===== src/rtl/tft_overlay_sched_pkg.sv =====
// Shared constants and types for the TFT overlay scheduler.
package tft_pkg;

  // RGB565 colour constants
  localparam logic [15:0] BLACK   = 16'h0000;
  localparam logic [15:0] WHITE   = 16'hffff;
  localparam logic [15:0] RED     = 16'hf800;
  localparam logic [15:0] GREEN   = 16'h07e0;
  localparam logic [15:0] BLUE    = 16'h001f;
  localparam logic [15:0] YELLOW  = 16'hffe0;
  localparam logic [15:0] CYAN    = 16'h07ff;
  localparam logic [15:0] MAGENTA = 16'hf81f;
  localparam logic [15:0] PINK    = 16'hfe19;

  // Pixel ownership
  typedef enum logic [1:0] {
    NONE  = 2'd0,
    THEME = 2'd1,
    DIGIT = 2'd2
  } region_t;

  // Digit ROM address fields: {digit, row, col}
  localparam int unsigned GLYPH_DIG_W  = 4;
  localparam int unsigned GLYPH_ROW_W  = 4;
  localparam int unsigned GLYPH_COL_W  = 3;
  localparam int unsigned GLYPH_ADDR_W = GLYPH_DIG_W + GLYPH_ROW_W + GLYPH_COL_W;

endpackage


===== src/rtl/tft_overlay_sched_bcd_tick_counter.sv =====
// Prescaled two-digit BCD counter (00..99) with synchronous clear.
module bcd_tick_counter #(
  parameter int unsigned TICK_DIV = 16777216
) (
  input  logic       clk,
  input  logic       rst_n,
  input  logic       clr,
  output logic [3:0] tens,
  output logic [3:0] units
);

  localparam int unsigned PW = (TICK_DIV > 2) ? $clog2(TICK_DIV) : 1;

  logic [PW-1:0] presc;
  logic          tick;

  assign tick = (presc == PW'(TICK_DIV - 1));

  // Prescaler: 0..TICK_DIV-1, cleared by reset or clr
  always_ff @(posedge clk) begin
    if (!rst_n || clr) begin
      presc <= '0;
    end else if (tick) begin
      presc <= '0;
    end else begin
      presc <= presc + PW'(1);
    end
  end

  // BCD counter: units carry into tens, 99 wraps to 00
  always_ff @(posedge clk) begin
    if (!rst_n || clr) begin
      tens  <= '0;
      units <= '0;
    end else if (tick) begin
      if (units == 4'd9) begin
        units <= '0;
        tens  <= (tens == 4'd9) ? '0 : tens + 4'd1;
      end else begin
        units <= units + 4'd1;
      end
    end
  end

endmodule


===== src/rtl/tft_overlay_sched.sv =====
// Pixel-path scheduler: picks theme banner, counter glyph or camera pixel,
// drives ROM addresses and realigns data_in to the 1-cycle ROM latency.
module tft_overlay_sched
  import tft_pkg::*;
#(
  parameter int unsigned THEME_X0 = 191,
  parameter int unsigned THEME_W  = 416,
  parameter int unsigned THEME_H  = 32,
  parameter int unsigned DIG_X0   = 0,
  parameter int unsigned DIG_Y0   = 65,
  parameter int unsigned GLYPH_W  = 8,
  parameter int unsigned GLYPH_H  = 16,
  parameter int unsigned TICK_DIV = 16777216,
  parameter logic [15:0] FG_COLOR = 16'h0000,
  parameter logic [15:0] BG_COLOR = 16'hfe19
) (
  input  logic        clk,
  input  logic        rst_n,
  input  logic [10:0] hcount,
  input  logic [10:0] vcount,
  input  logic [15:0] data_in,
  input  logic        overlay_en,
  input  logic        cnt_clr,
  output logic [16:0] theme_addr,
  input  logic [15:0] theme_q,
  output logic [10:0] glyph_addr,
  input  logic        glyph_q,
  output logic [15:0] vga_data,
  output logic [3:0]  digit_tens,
  output logic [3:0]  digit_units
);

  logic [31:0] h_ext;
  logic [31:0] v_ext;
  logic        in_theme;
  logic        in_digit;
  region_t     region;
  region_t     region_d1;
  logic [15:0] data_d1;
  logic [3:0]  cnt_tens;
  logic [3:0]  cnt_units;
  logic [3:0]  glyph_digit;
  logic        frame_start;

  assign h_ext       = {21'd0, hcount};
  assign v_ext       = {21'd0, vcount};
  assign frame_start = (hcount == '0) && (vcount == '0);

  bcd_tick_counter #(
    .TICK_DIV (TICK_DIV)
  ) u_counter (
    .clk   (clk),
    .rst_n (rst_n),
    .clr   (cnt_clr),
    .tens  (cnt_tens),
    .units (cnt_units)
  );

  // Region decode and ROM address generation for the current pixel
  always_comb begin
    in_theme = (h_ext >= THEME_X0) && (h_ext < THEME_X0 + THEME_W) &&
               (v_ext < THEME_H);
    in_digit = (h_ext >= DIG_X0) && (h_ext < DIG_X0 + 2 * GLYPH_W) &&
               (v_ext >= DIG_Y0) && (v_ext < DIG_Y0 + GLYPH_H);
    region = NONE;
    if (overlay_en) begin
      if (in_theme)      region = THEME;
      else if (in_digit) region = DIGIT;
    end
    glyph_digit = ((h_ext - DIG_X0) < GLYPH_W) ? digit_tens : digit_units;
    theme_addr  = 17'(h_ext - THEME_X0) + 17'(v_ext * THEME_W);
    // Column truncation is the mod GLYPH_W since GLYPH_W is a power of 2
    glyph_addr  = {glyph_digit, GLYPH_ROW_W'(v_ext - DIG_Y0),
                   GLYPH_COL_W'(h_ext - DIG_X0)};
  end

  // Stage 1: hold region and camera pixel while the ROMs respond
  always_ff @(posedge clk) begin
    if (!rst_n) begin
      region_d1 <= NONE;
      data_d1   <= '0;
    end else begin
      region_d1 <= region;
      data_d1   <= data_in;
    end
  end

  // Stage 2: select the output pixel by the delayed region
  always_ff @(posedge clk) begin
    if (!rst_n) begin
      vga_data <= '0;
    end else begin
      unique case (region_d1)
        THEME:   vga_data <= theme_q;
        DIGIT:   vga_data <= glyph_q ? FG_COLOR : BG_COLOR;
        default: vga_data <= data_d1;
      endcase
    end
  end

  // Displayed digits follow the counter only at frame start
  always_ff @(posedge clk) begin
    if (!rst_n) begin
      digit_tens  <= '0;
      digit_units <= '0;
    end else if (frame_start) begin
      digit_tens  <= cnt_tens;
      digit_units <= cnt_units;
    end
  end

endmodule


===== config.mk =====
export PLATFORM = sky130hd
export DESIGN_NAME = tft_overlay_sched
export DESIGN_NICKNAME = d
export VERILOG_FILES = /design/src/rtl/tft_overlay_sched_pkg.sv /design/src/rtl/tft_overlay_sched_bcd_tick_counter.sv /design/src/rtl/tft_overlay_sched.sv
export SDC_FILE = /design/constraint.sdc
export NUM_CORES = 1
export LEC_CHECK = 0
export ABC_AREA = 1
export BUFFER_PORTS_ARGS = -buffer_cell sky130_fd_sc_hd__buf_2
export CAP_MARGIN = 20
export CORE_MARGIN = 2
export CORE_UTILIZATION = 25
export DETAILED_ROUTE_END_ITERATION = 8
export RECOVER_POWER = 25
export SYNTH_ARGS = -nofsm -noshare
export SYNTH_HDL_FRONTEND = slang
export SYNTH_SLANG_ARGS = --single-unit

===== constraint.sdc =====
create_clock -name clk -period 5.4 [get_ports clk]
set_clock_uncertainty 0.15 [all_clocks]
set_input_delay 1.08 -clock clk [delete_from_list [all_inputs] [get_ports clk]]
set_output_delay 1.08 -clock clk [all_outputs]
set_load 0.02 [all_outputs]

==> summary.txt, run 1 <==
Job
  • Max cap viols: 1

Yosys
  • Syn Area/Cell: just under 7 µm²
  • Yosys reg bits: 74
  • Top post-synthesis cells by area: dfxtp_1, nand2_1, ha_1, inv_1, nand3_1
  • Yosys top cell by area: dfxtp_1
  • Syn nets: 882
  • Post-Syn Area: 0.005212 mm²
  • Netlist cell types: 35
  • Area share of the leading cell type in the synthesized netlist: 28.42%
  • Post-Synthesis Cells: 764
  • YS warnings: 0
  • Sequential share of the synthesized area: 28.42%

STA
  • Worst slew pin tran: 1.491 ns
  • Highest Clock Rate: roughly 0.19 GHz
  • Pins Over Slew Limit: 0
  • Count of final hold-check violations: 0
  • Final worst-path cycle share: 96.54%
  • Final TNS setup: 0 ns
  • Final worst slack: around 0.19 ns
  • Final setup fails: 0
  • Minimum clock period: 5.213 ns
  • Headroom to the max-slew limit: less than 1%

Floorplan
  • I/O pin total: approximately 110
  • Core area: 0.02036 mm²
  • DIE HEIGHT: 148.4 µm
  • Die X-Extent: 148.4 µm
  • Row count: 52
  • Initial core utilization: between 20% and 30%
  • Die ar.: 0.02202 mm²

Place
  • GP Congestion: 0.8843
  • Placed insts: roughly 1100
  • Place WS: -0.02155 ns
  • DP HPWL: 10530 µm
  • Count of input and output buffers: 110

Layout
  • Fraction of layout cells with a size suffix above 1: a little under a fifth
  • Fillers: 2184
  • Footprint of the multi-input gates: 0.003266 mm²
  • FF/Latch Area: 0.001481 mm²
  • Total Nets Final: 1006
  • Post-route insts no fill: 1162
  • ANT cells: 0
  • Synth-to-Final Area Change: 27.03%

CTS
  • CTS Buffer Depth: 2
  • CTS tree: done
  • Clock transition at the registers of the reported paths: ~0.06 ns
  • Hold-fix buffers, CTS: 0
  • Clock network latency to the later pin of the worst-skew pair: 0.33 ns
  • CTS sink cnt: 74
  • CTS Buf Count: 9
  • H-tree Lvls: 3
  • Root Driver: clkbuf_16

Pwr
  • Tot Pwr: 1937 µW
  • P_leak: 0.003288 µW
  • Peak supply drop: ~0.2 mV
  • PD cells: between 200 and 300 mW/mm²

Global routing
  • Vias in the first global route: 4602
  • Gr usage total: around an eighth
  • Initial antenna violation count: 0
  • First-pass GRT wire length: 21050 µm
  • Pin count of the biggest net entering global routing: 37
  • GRT overflow: 0

Worst setup path
  • Slowest-stage cell, CP: fa_1
  • Crit path largest cell delay: 0.47 ns
  • Setup CP Type: input port to output port
  • CP required: 4.17 ns
  • Critical path cell sequence: buf_2 > inv_2 > ha_1 > inv_1 > fa_1 > inv_1 > ha_1 > nand3_2 > nand2_2 > nand3_2 > nand2_2 > xor2_1 > ha_1 > a21oi_2 > o21a_1 > nand2_1 > nor2_1 > nand3_1 > nand2_1 > buf_6
  • Worst r2r src: region_d1[0]$_SDFF_PN0_
  • CP most frequent cell: ha_1
  • Max FO, Critical Path: 5
  • Critical Path Source: vcount[2]
  • Data arrival, critical path: 3.98 ns
  • CP bufs+invs: 5
  • Crit path launch type: input port
  • Family with the most delay on the worst path: adder cells
  • Endpoint class of the critical path: output port

Drt
  • DRT iter0 DRCs: 247
  • Vias: 4962
  • DR DRC count: 0
  • DR WL/cell: 11.19 µm
  • DRT Pass-1 Iters: 7
  • WL final: 13000 µm
  • Detail Route Antenna Nets: 0
  • Vias per cell: 4.270

Run status
  • Failing checks: max-capacitance violations
  • Outcome: finished with violations

Worst hold path
  • Hold path start: data_d1[5]$_SDFF_PN0_
  • Worst hold path type: register to register
[timing repair]
action                                  CTS  global route
endpoints found under the setup margin    2             4
buffers inserted                          1             1
gates resized for setup                   2            30
pin swaps                                 2            20
[kinds of logic (layout without fill, tap and decap cells)]
group                    Yosys count  count (layout)  synth area share, %
flip-flops                        74              74                28.42
buffers and inverters            156             284                11.81
AO/OA/AOI/OAI                     55              55                5.761
adder cells (fa/ha/maj)           59              59                15.46
AND/OR/NAND/NOR                  384             384                32.50
XOR/XNOR                          36              36                6.049
[power by group]
group	total (µW)	switching, µW	internal [µW]	leakage (µW)
sequential	561	3.44	558	0.000603
clock	689	238	451	0.000166
combinational	687	412	275	0.00252
total	1940	654	1280	0.00329
[cells in the mapped netlist, drive strengths merged]
cell and number:
a21oi 33, a221o 2, a31oi 2, and3 1, buf 9, clkbuf 3
dfxtp 74, fa 9, ha 50, inv 144, nand2 212, nand3 56
nand3b 5, nand4 9, nor2 82, nor3 11, nor3b 4, nor4 3
o21a 1, o21ai 13, o21bai 4, or2 1, xnor2 5, xor2 31
[stage by stage]
step                area [µm²]  hold WS, ns  utilization [%]
floorplan                 5213       0.2807                -
global route              6621       0.3251            32.51
finish                    6621       0.2966            32.51
global placement          6123       0.2905            30.07
detailed placement        6123       0.2888            30.07
CTS                       6487       0.2975            31.86
[flip-flops by register name (all words and copies together), names as in the netlist]
name	count
u_counter.presc	24
data_d1	16
vga_data	16
digit_tens	4
digit_units	4
u_counter.tens	4
u_counter.units	4
region_d1	2
[final timing paths]
path                            endpoint  slack (ns)  cells past startpoint
hold / removal    vga_data[5]$_SDFF_PN0_        0.30                      2
setup reg to reg  vga_data[4]$_SDFF_PN0_        3.25                      8
hold reg to reg   vga_data[5]$_SDFF_PN0_        0.30                      2
setup / recovery          theme_addr[16]        0.19                     20
[layout by cell type (no fill, tap or decap), types with 4 or more instances in the layout]
master	instances
xor2_1	31
nand2_1	202
buf_2	91
o21ai_0	12
nor2_1	73
dfxtp_1	74
clkbuf_1	16
o21bai_1	4
nor2_2	5
xnor2_1	5
nor3_1	9
fa_1	8
nand3b_1	5
inv_1	138
a21oi_1	31
ha_4	9
buf_4	16
ha_1	41
clkbuf_16	9
nand4_1	9
nor3b_1	4
inv_2	6
nand2_2	8
nand3_1	54
[metal layers]
metal  part of all wire [%]  up-vias  wire length, µm  GRT usage (%)
li1                       -     2605                -              -
met1                     43     2242             5637          14.44
met2                     51      101             6626          21.20
met3                    4.3       14              556          1.840
met4                    1.4        0              179          3.381
met5                      0        -                0              0
[layout make-up]
cell class | instances | share of cell area (%)
clock inverters | 6 | 1.757
inverters | 144 | 8.163
multi-input cells | 534 | 49.32
clock buffers | 9 | 3.401
well taps | 270 | 5.102
flip-flops and latches | 74 | 22.37
repair buffers | 125 | 9.883
[worst register-to-register path: stages (launching register included)]
cell and delay [ns]:
dfxtp_1 0.33, inv_1 0.05, ha_1 0.63, inv_1 0.12
nand2_1 0.08, inv_1 0.22, a221o_1 0.37, nand2_1 0.06
inv_1 0.05
No activity file was read; power rests on OpenSTA's default activity.
==> run 2: changes to the inputs <==
- CORE_MARGIN: 2 -> unset
==> summary.txt, run 2 (synthesis results as in run 1) <==
Layout
  • ANT cells: 0 (unchanged)
  • Footprint of the multi-input gates: 0.003282 mm² (+0.50%)
  • Total Nets Final: 1006 (unchanged)
  • Commonest non-fill, non-tap cells in the layout: nand2_1, inv_1, buf_2, dfxtp_1, nor2_1
  • Fillers: 2202 (+0.82%)
  • Most common cell after layout, fill and taps aside: nand2_1
  • Largest register by flop count: u_counter.presc
  • Post-route insts no fill: 1163 (+0.086%)
  • FF/Latch Area: 0.001481 mm² (unchanged)
  • Largest regs: u_counter.presc: 24 flops, data_d1: 16 flops, vga_data: 16 flops
  • Fraction of layout cells with a size suffix above 1: 19.48% (+0.76 points)
  • Synth-to-Final Area Change: 26.84%
  • Largest register FFs: 24 (unchanged)

CTS
  • CTS Buffer Depth: 2 (unchanged)
  • Hold-fix buffers, CTS: 0 (unchanged)
  • Clock network latency to the later pin of the worst-skew pair: 0.34 ns (about the same)
  • H-tree Lvls: 3 (unchanged)
  • CTS tree: done
  • CTS sink cnt: 74 (unchanged)
  • Root Driver: clkbuf_16
  • Clock transition at the registers of the reported paths: 0.06 ns (about the same)
  • CTS Buf Count: 9 (unchanged)

Floorplan
  • Die ar.: 0.02143 mm² (-2.7%)
  • I/O pin total: 111 (unchanged)
  • Core area: 0.02036 mm² (unchanged)
  • Initial core utilization: 25.60% (unchanged)
  • Die X-Extent: 146.4 µm (-1.3%)
  • Row count: 52 (unchanged)
  • DIE HEIGHT: 146.4 µm (-1.3%)

Worst setup path
  • Worst r2r src: region_d1[0]$_SDFF_PN0_
  • CP bufs+invs: 5 (unchanged)
  • Endpoint class of the critical path: output port
  • Reg2Reg Capture Point: vga_data[4]$_SDFF_PN0_
  • R2r worst-path depth: 8 (unchanged)
  • Setup CP Type: input port to output port
  • CP required: 4.17 ns (about the same)
  • Data arrival, critical path: 4.08 ns (+0.10 ns)
  • Critical path cell sequence: buf_2 > inv_2 > ha_1 > inv_1 > fa_1 > inv_1 > ha_4 > or2_4 > nand2_2 > nor2_1 > nor2_1 > xor2_1 > ha_1 > nand2_1 > nor2_2 > nand3_2 > nand3_2 > xor2_1 > buf_4
  • Max FO, Critical Path: 4 (-1)
  • FF-to-FF setup slack: 3.20 ns (-0.05 ns)
  • Family with the most delay on the worst path: adder cells
  • Crit path launch type: input port
  • Slowest-stage cell, CP: fa_1
  • Crit path largest cell delay: 0.51 ns (+0.04 ns)

Pwr
  • PD cells: 285.9 mW/mm² (-2.3%)
  • Peak supply drop: 0.2474 mV (+23%)
  • P_leak: 0.003272 µW (-0.51%)
  • Tot Pwr: 1890 µW (-2.4%)

Worst hold path
  • Worst hold path type: register to register
  • Hold path start: data_d1[1]$_SDFF_PN0_
  • Hold Crit Depth: 2 (unchanged)
  • WHS Endpoint: vga_data[1]$_SDFF_PN0_

STA
  • Unrepaired setup endpoints after global routing: true
  • Final worst-path cycle share: 98.28% (+1.7 points)
  • Highest Clock Rate: 0.1884 GHz (-1.8%)
  • Final TNS setup: 0 ns (unchanged)
  • Final setup fails: 0 (unchanged)
  • Count of final hold-check violations: 0 (unchanged)
  • Pins Over Slew Limit: 37 (+37)
  • Minimum clock period: 5.307 ns (+0.09444 ns)
  • Headroom to the max-slew limit: -2.080% (-2.7 points)
  • Worst slew pin tran: 1.531 ns (+0.03991 ns)

Global routing
  • Initial antenna violation count: 0 (unchanged)
  • Pin count of the biggest net entering global routing: 37 (unchanged)
  • Gr usage total: 12.09% (+0.33 points)
  • Vias in the first global route: 4554 (-1.0%)
  • First-pass GRT wire length: 21020 µm (-0.16%)
  • GRT overflow: 0 (unchanged)

Place
  • GP Congestion: 0.8545 (-3.4%)
  • DP HPWL: 10340 µm (-1.8%)
  • Count of input and output buffers: 110 (unchanged)
  • Placed insts: 1145 (unchanged)

Drt
  • DR DRC count: 0 (unchanged)
  • Vias per cell: 4.216 (-1.3%)
  • DR WL/cell: 11.16 µm (-0.22%)
  • Detail Route Antenna Nets: 0 (unchanged)
  • Vias: 4903 (-1.2%)
  • DRT iter0 DRCs: 199 (-19%)
  • DRT Pass-1 Iters: 4 (-3)
  • WL final: 12980 µm (-0.14%)

Run status
  • Outcome: finished with violations
  • Failing checks: max-capacitance violations, max-slew violations

Job
  • Max cap viols: 1 (unchanged)
==> run 2: cell types whose count changed in the layout (fill, tap and decap cells not counted), moves of 2 or more <==
cell and delta:
nand2_2 +2, ha_2 +2, bufinv_16 -2, clkinvlp_4 +3, clkinv_4 -3, nand2_1 -2
buf_4 +2, clkbuf_8 +2
==> run 2: worst max path at each step <==
stage	startpoint	end	slack, ns	cells past startpoint
floorplan	vcount[3]	theme_addr[15]	0.24	17
finish	vcount[3]	theme_addr[15]	0.09	19
detailed placement	vcount[1]	theme_addr[16]	0.002	21
global placement	vcount[1]	theme_addr[16]	0.02	21
CTS	vcount[1]	theme_addr[16]	0.005	21
global route	vcount[4]	theme_addr[16]	-0.03	23
==> run 2: through the flow <==
| step | cell area [µm²] | setup slack, ns | util, % | hold slack [ns] |
|---|---|---|---|---|
| floorplan | 5213 | 0.2361 | - | 0.2807 |
| global placement | 6123 | 0.01993 | 30.07 | 0.2880 |
| detailed placement | 6123 | 0.002307 | 30.07 | 0.2872 |
| CTS | 6442 | 0.004572 | 31.64 | 0.2981 |
| global route | 6611 | -0.02833 | 32.46 | 0.3258 |
| finish | 6611 | 0.09264 | 32.46 | 0.2971 |
==> run 2: area by class of cell <==
cell class | instances | share of cell area (%)
well taps | 270 | 5.110
clock inverters | 5 | 0.9273
inverters | 144 | 8.213
clock buffers | 11 | 3.823
flip-flops and latches | 74 | 22.41
multi-input cells | 534 | 49.64
repair buffers | 125 | 9.879
==> run 2: timing repair <==
item	4_1_cts	5_1_grt
buffers inserted	0	2
endpoints found under the setup margin	1	4
pin swaps	1	21
cloned	0	0
gates resized for setup	2	38
==> run 2: power by group <==
group	switching, µW	internal, µW
registers	3.59	558
clock network	229	384
logic	429	287
==> run 2: layer usage <==
| metal | vias to the layer above | wire length (µm) | track usage (%) |
|---|---|---|---|
| li1 | 2597 | - | - |
| met2 | 70 | 6690 | 21.71 |
| met3 | 8 | 440 | 2.344 |
| met5 | - | 0 | 0 |
| met4 | 0 | 80 | 3.281 |
| met1 | 2228 | 5770 | 14.58 |
==> run 2: worst register-to-register path, stage by stage (launching register included) <==
cell and delay (ns):
dfxtp_1 0.33, inv_1 0.05, ha_1 0.65, inv_1 0.12, nand2_1 0.08, inv_1 0.24, a221o_1 0.38, nand2_1 0.06
inv_1 0.05
